[src/rtl/clk_step_ctrl.sv]
// Run/halt/single-step controller that conditions the front-panel buttons and issues the
// one-cycle cpu_clk_en strobe; define CLK_STEP_CTRL_DEBOUNCE_EN to build the debounce counters.
module clk_step_ctrl #(
    parameter int DIV_W      = 16,
    parameter int DEB_W      = 16,
    parameter int DEB_CYCLES = 50000
) (
    input  logic             clk,
    input  logic             rst,
    input  logic             btn_run,
    input  logic             btn_step,
    input  logic             cpu_hlt,
    input  logic [DIV_W-1:0] div,
    output logic             cpu_clk_en,
    output logic             running,
    output logic [1:0]       state_o
);

    typedef enum logic [1:0] {
        ST_HALTED  = 2'b00,
        ST_RUNNING = 2'b01,
        ST_STEP    = 2'b10
    } state_e;

    if (DEB_CYCLES < 1 || DEB_CYCLES >= (1 << DEB_W)) begin : g_bad_deb_cycles
        $error("DEB_CYCLES must lie in 1 .. 2**DEB_W-1");
    end

    // Button vectors: bit 0 is run/halt, bit 1 is single-step.
    logic [1:0] raw;
    logic [1:0] sync1_q;
    logic [1:0] sync2_q;
    logic [1:0] level;
    logic [1:0] level_prev_q;
    logic [1:0] press_q;
    logic       run_p;
    logic       step_p;

    assign raw = {btn_step, btn_run};

    always_ff @(posedge clk or posedge rst) begin
        if (rst) begin
            sync1_q      <= '0;
            sync2_q      <= '0;
            level_prev_q <= '0;
            press_q      <= '0;
        end else begin
            sync1_q      <= raw;
            sync2_q      <= sync1_q;
            level_prev_q <= level;
            press_q      <= level & ~level_prev_q;
        end
    end

`ifdef CLK_STEP_CTRL_DEBOUNCE_EN
    localparam logic [DEB_W-1:0] DEB_LAST = DEB_W'(DEB_CYCLES - 1);

    logic [DEB_W-1:0] deb_cnt_q [2];
    logic [DEB_W-1:0] deb_cnt_d [2];
    logic [1:0]       deb_q;
    logic [1:0]       deb_d;

    // A change is only accepted after DEB_CYCLES consecutive cycles of disagreement.
    always_comb begin
        for (int i = 0; i < 2; i++) begin
            deb_cnt_d[i] = '0;
            deb_d[i]     = deb_q[i];
            if (sync2_q[i] != deb_q[i]) begin
                if (deb_cnt_q[i] == DEB_LAST) begin
                    deb_d[i] = sync2_q[i];
                end else begin
                    deb_cnt_d[i] = deb_cnt_q[i] + 1'b1;
                end
            end
        end
    end

    always_ff @(posedge clk or posedge rst) begin
        if (rst) begin
            deb_cnt_q[0] <= '0;
            deb_cnt_q[1] <= '0;
            deb_q        <= '0;
        end else begin
            deb_cnt_q <= deb_cnt_d;
            deb_q     <= deb_d;
        end
    end

    assign level = deb_q;
`else
    assign level = sync2_q;
`endif

    assign run_p  = press_q[0];
    assign step_p = press_q[1];

    // Divider: free-running in every state; cnt >= div (not ==) so a lowered div ticks at once.
    logic [DIV_W-1:0] cnt_q;
    logic [DIV_W-1:0] cnt_d;
    logic             tick;

    assign tick  = (cnt_q >= div);
    assign cnt_d = tick ? '0 : cnt_q + 1'b1;

    always_ff @(posedge clk or posedge rst) begin
        if (rst) begin
            cnt_q <= '0;
        end else begin
            cnt_q <= cnt_d;
        end
    end

    // cpu_clk_en is a bare strobe with no handshake: high for exactly one cycle, the
    // cycle after a tick seen in RUNNING (unless leaving RUNNING) or in STEP.
    state_e state_q;
    state_e state_d;
    logic   en_q;
    logic   en_d;

    always_comb begin
        state_d = state_q;
        en_d    = 1'b0;
        case (state_q)
            ST_HALTED: begin
                if (run_p && !cpu_hlt) begin
                    state_d = ST_RUNNING;
                end else if (step_p) begin
                    state_d = ST_STEP;
                end
            end
            ST_RUNNING: begin
                if (run_p || cpu_hlt) begin
                    state_d = ST_HALTED;
                end else begin
                    en_d = tick;
                end
            end
            ST_STEP: begin
                if (tick) begin
                    state_d = ST_HALTED;
                    en_d    = 1'b1;
                end
            end
            default: begin
                state_d = ST_HALTED;
            end
        endcase
    end

    always_ff @(posedge clk or posedge rst) begin
        if (rst) begin
            state_q <= ST_HALTED;
            en_q    <= 1'b0;
        end else begin
            state_q <= state_d;
            en_q    <= en_d;
        end
    end

    assign cpu_clk_en = en_q;
    assign running    = (state_q == ST_RUNNING);
    assign state_o    = state_q;

endmodule

[config.mk]
export PLATFORM = sky130hd
export DESIGN_NAME = clk_step_ctrl
export DESIGN_NICKNAME = d
export VERILOG_FILES = /design/src/rtl/clk_step_ctrl.sv
export SDC_FILE = /design/constraint.sdc
export NUM_CORES = 1
export LEC_CHECK = 0
export BUFFER_PORTS_ARGS = -buffer_cell sky130_fd_sc_hd__buf_2
export CORE_MARGIN = 3
export CORE_UTILIZATION = 35
export DETAILED_ROUTE_END_ITERATION = 8
export PLACE_DENSITY_LB_ADDON = 0.08
export SYNTH_ARGS = -nofsm -noshare
export SYNTH_HDL_FRONTEND = slang
export SYNTH_SLANG_ARGS = --single-unit
[constraint.sdc]
create_clock -name clk -period 2.5 [get_ports clk]
set_input_delay 0.125 -clock clk [delete_from_list [all_inputs] [get_ports clk]]
set_output_delay 0.125 -clock clk [all_outputs]
set_load 0.02 [all_outputs]
Word-level counts from Yosys, hierarchy flattened
Index checks and enable logic that the tools add are counted.
Storage, ports and cells
  register bits: 27
  bits of input ports: 21
  output and inout port bits: 4
  logic and storage cells: 30
Operators by class
  add/subtract/negate cells: 1
  $lt $le $gt $ge: 1
  equality and inequality tests: 5
  multiplexer cells: 9
  bitwise gates (word level): 2
  reductions and logical operators: 5
Operators with widths (count)
  $add 16x1->16 const B: 1
  $ge 16x16->1: 1
  $mux 16: 1
  $mux 2: 4
  $pmux 2 s3: 1
  $ne 3x3->1 const B: 1
  $reduce_and 3->1: 1
  $and 2x2->2: 1
  $eq 2x1->1 const B: 1
  $eq 2x2->1 const B: 1
  $logic_not 2->1: 1
  $mux 1: 2
  $ne 2x1->1 const B: 1
  $ne 2x2->1 const B: 1
  $not 2->2: 1
  $pmux 1 s2: 1
  $logic_and 1x1->1: 1
  $logic_not 1->1: 1
  $logic_or 1x1->1: 1

Logic depth before layout (Yosys ltp)
  depth in word-level cells: 4
  gate-level depth with buffers: 8
  mapped depth without buffers: 8

Worst setup path before layout
No wires, ideal clock.
  kind: register -> register
  start point: reg cnt_q[0]
  end point: reg state_q[1], in the netlist state_o[1]
  setup time: 0.079 ns
  arrival: 1.848 ns
  setup slack: 0.572 ns
  cell stages (with the launch flop): 9
  buffers on the path: 0
  cell sequence: dfrtp_1 -> inv_1 -> ha_1 -> nand2b_1 -> a2111oi_0 -> o311a_2 -> o21ai_4 -> o22ai_2 -> mux2i_1
On the way
  longest elaborated chain between the ends: 3
Ends and longest elaborated chain
  start: declaration: RTL line 98  | logic [DIV_W-1:0] cnt_q;
  start signal: assignment: RTL line 109  | cnt_q <= cnt_d;
  $ge 16x16->1: RTL line 102  | assign tick = (cnt_q >= div);
  $ne 2x2->1 (no source line)
  $reduce_and 3->1 (no source line)
  end signal: assignment: RTL line 155  | state_q <= state_d;
  end: declaration: RTL line 115  | state_e state_q;
Every way passes these cells.
A chain may end at the register's enable or synchronous reset.

Final worst setup path
Ends and elaborated chain as after synthesis.

==> flow_metrics.tcl <==
set metrics [dict create \
    clock_insertion_delay_worst_skew_ns 0.27 \
    tritoncts_num_sinks 27 \
    p_total_uw 1220 \
    grt-ovfl-total 0 \
    p_per_area_mw_per_mm2 677 \
    htreeDepth 1 \
    post_synthesis_share_of_cell_area_spent_on_xor_and_xnor_gates_pct 7.97 \
    synth_seq_area_share_pct 43.9 \
    slew_violations 0 \
    numPlacedInstances 233 \
    worstPathRequired_ns 2.70 \
    floorplan.io_pins 25 \
    post_synth.cell_area_avg_um2 9.73 \
    die-area_mm2 0.00523 \
    finalSetupViolCount 0 \
    postSynthNetCount 199 \
    post_synth_mux_area_share_pct 0.651 \
    hold_buffers 2 \
    grt.total_usage_pct 11.9 \
    post_cts_resized 0 \
    insertedDiodeCount 0 \
    post_detail_place_hpwl_mm 2.25 \
    port-buffer-count 24 \
    crit_path_max_fanout 7 \
    worst_setup_hold_path_clk_slew_ns 0.10 \
    number_of_global_route_vias_before_repair 1186 \
    main_combinational_cell_family_by_area_after_synthesis "simple AND/OR/NAND/NOR gates" \
    max_cap_viol_count 0 \
    setup.worst_path.class "register to register" \
    synth-compound-area-share_pct 7.65 \
    drive_above_1_share_pct 17.5 \
    drt_pass1_iterations 4 \
    worstHoldPathType "input port to asynchronous set/reset pin" \
    cts-root-to-sink-buffers 2 \
    finalCriticalPeriod_ns 2.11 \
    layout_worst_path_cycle_share_pct 84.2 \
    timing.critical_path.from_type "register" \
    avgViaCountPerCell 4.70 \
    syn-instance-count 158 \
    yosys_most_used_dff "dfrtp_1" \
    critPathArrivalTime_ns 2.31 \
    asyncSetResetFlopFracSynth_pct 100 \
    antenna_violations_before_repair 0 \
    cts_tree "built" \
    outcome "completed" \
    chip_height_um 72.3 \
    worst_slew_pin_slew_ns 1.02 \
    drc 0 \
    final.setup_skew_ns 0.00449 \
    max_clock_freq_mhz 475 \
    timing.critical_path.to_type "register" \
    power.leakage_uw 0.000955 \
    max-slew-margin-rel_pct 32.1 \
    fp-row-count 23 \
    post_cts_buffers 0 \
    layout_common_cells "dfrtp_1 (27), nor2_1 (26), buf_2 (24)" \
    gpl.final_weighted_congestion 0.775 \
    yosys_warnings 0 \
    wl_per_cell_um 12.0 \
    via_count 1123 \
    postSynthRegisterBits 27 \
    cts_inserted_buffers 3 \
    floorplan.die.width_um 72.3 \
    synth-simple-area-share_pct 17.6 \
    peakVddDrop_uv 311 \
    rsz_0062_raised_after_global_routing "no" \
    synth_enable_flop_cells 0 \
    layout-area-overhead-vs-synth_pct 17.0 \
    grt_first_pass_wirelength_mm 5.00 \
    layoutNonFillerInstCount 239 \
    routed_wl_mm 2.86 \
    yosys.area_share.adder_pct 16.3 \
    most_common_library_cell_in_the_layout_ignoring_fill_and_taps "dfrtp_1" \
    fp.coreArea_mm2 0.00412 \
    root_buffer "clkbuf_8" \
    final-hold-violation-count 0 \
    grt_max_degree 28 \
    initial_core_util_pct 37.4 \
    drt_iter0_drc 50 \
    post_synth_instance_area_mm2 0.00154 \
    setup_tns_ns 0 \
    nNetsFinal 231 \
    final.fill_count 397 \
    yosysUniqueCellTypes 29 \
    final_antenna_net_count 0 \
]
[registers in the layout, summed over array words and instances, names as in the netlist]
name          count
press_q           2
sync1_q           2
cpu_clk_en        1
state_o           2
level             2
cnt_q            16
level_prev_q      2
[report_power, final]
group / internal [uW] / total, uW / leakage [uW] / switching, uW
sequential: 509 / 594 / 0.000349 / 85.3
combinational: 174 / 373 / 0.000584 / 199
clock: 113 / 251 / 0.0000217 / 138
[cell type report]
type	instances	area, um^2	share of cell area [%]
Timing Repair Buffer	28	155	8.62
Inverter	23	86.3	4.80
Sequential cell	27	676	37.6
Tap cell	50	62.6	3.48
Multi-Input combinational cell	107	771	42.8
Clock inverter	1	7.51	0.417
Clock buffer	3	41.3	2.29
[worst paths after layout]
kind / startpoint / endpoint / slack, ns / cells past startpoint
worst max-delay path: cnt_q[0] / state_o[1] / 0.39 / 8
worst min-delay path: rst / sync1_q[1] / 0.08 / 2
worst max register to register: cnt_q[0] / state_o[1] / 0.39 / 8
worst min register to register: sync1_q[0] / level[0] / 0.36 / 0
max in group asynchronous: rst / cnt_q[6] / 1.80 / 2
min in group clk: cpu_hlt / state_o[0] / 0.18 / 4
[Yosys cell counts, drive strengths merged, types with 2 or more instances]
| library cell | count | share of area, % |
|---|---|---|
| dfrtp | 27 | 44 |
| nor2 | 26 | 6.3 |
| inv | 23 | 5.6 |
| ha | 20 | 16 |
| xor2 | 8 | 4.6 |
| nand2 | 7 | 1.7 |
| nand3 | 6 | 2.0 |
| xnor2 | 6 | 3.4 |
| nand4 | 5 | 2.0 |
| and3 | 4 | 1.6 |
| nand2b | 3 | 1.2 |
| nor2b | 3 | 1.2 |
| o21ai | 3 | 1.7 |
| a21oi | 2 | 0.65 |
| nor3 | 2 | 0.65 |
[per-stage QoR]
stage | hold slack (ns) | utilization [%] | cell area [um^2] | setup WS [ns]
final | 0.0825 | 43.7 | 1800 | 0.394
after global routing | 0.157 | 43.7 | 1800 | 0.224
after CTS | 0.122 | 43.7 | 1800 | 0.377
after detailed placement | 0.235 | 42.0 | 1730 | 0.389
after global placement | 0.236 | 42.0 | 1730 | 0.501
after floorplan | 0.156 | - | 1540 | 0.572
[worst max-delay path: stages, from the launching register on]
cell	delay, ns
dfrtp_1	0.44
inv_1	0.06
ha_1	0.26
nand2b_1	0.14
a2111oi_0	0.43
o311a_2	0.25
o21ai_4	0.10
o22ai_2	0.17
mux2i_1	0.20
[layer usage]
| layer | routed length (um) | part of all wire, % | GRT usage [%] | vias to the layer above |
|---|---|---|---|---|
| li1 | - | - | - | 579 |
| met1 | 1300 | 46 | 14.3 | 528 |
| met2 | 1420 | 50 | 21.0 | 14 |
| met3 | 118 | 4.1 | 2.49 | 2 |
| met4 | 19 | 0.66 | 4.18 | 0 |
| met5 | 0 | 0 | 0 | - |
[cells by family (layout without fill, tap and decap cells)]
group                    after synthesis  count (layout)
flip-flops                            27              27
buffers and inverters                 24              55
XOR/XNOR                              14              14
adder cells (fa/ha/maj)               20              20
AO/OA/AOI/OAI                         14              14
AND/OR/NAND/NOR                       58              58
multiplexers                           1               1
Note: power is estimated with default switching activity, not from simulation.
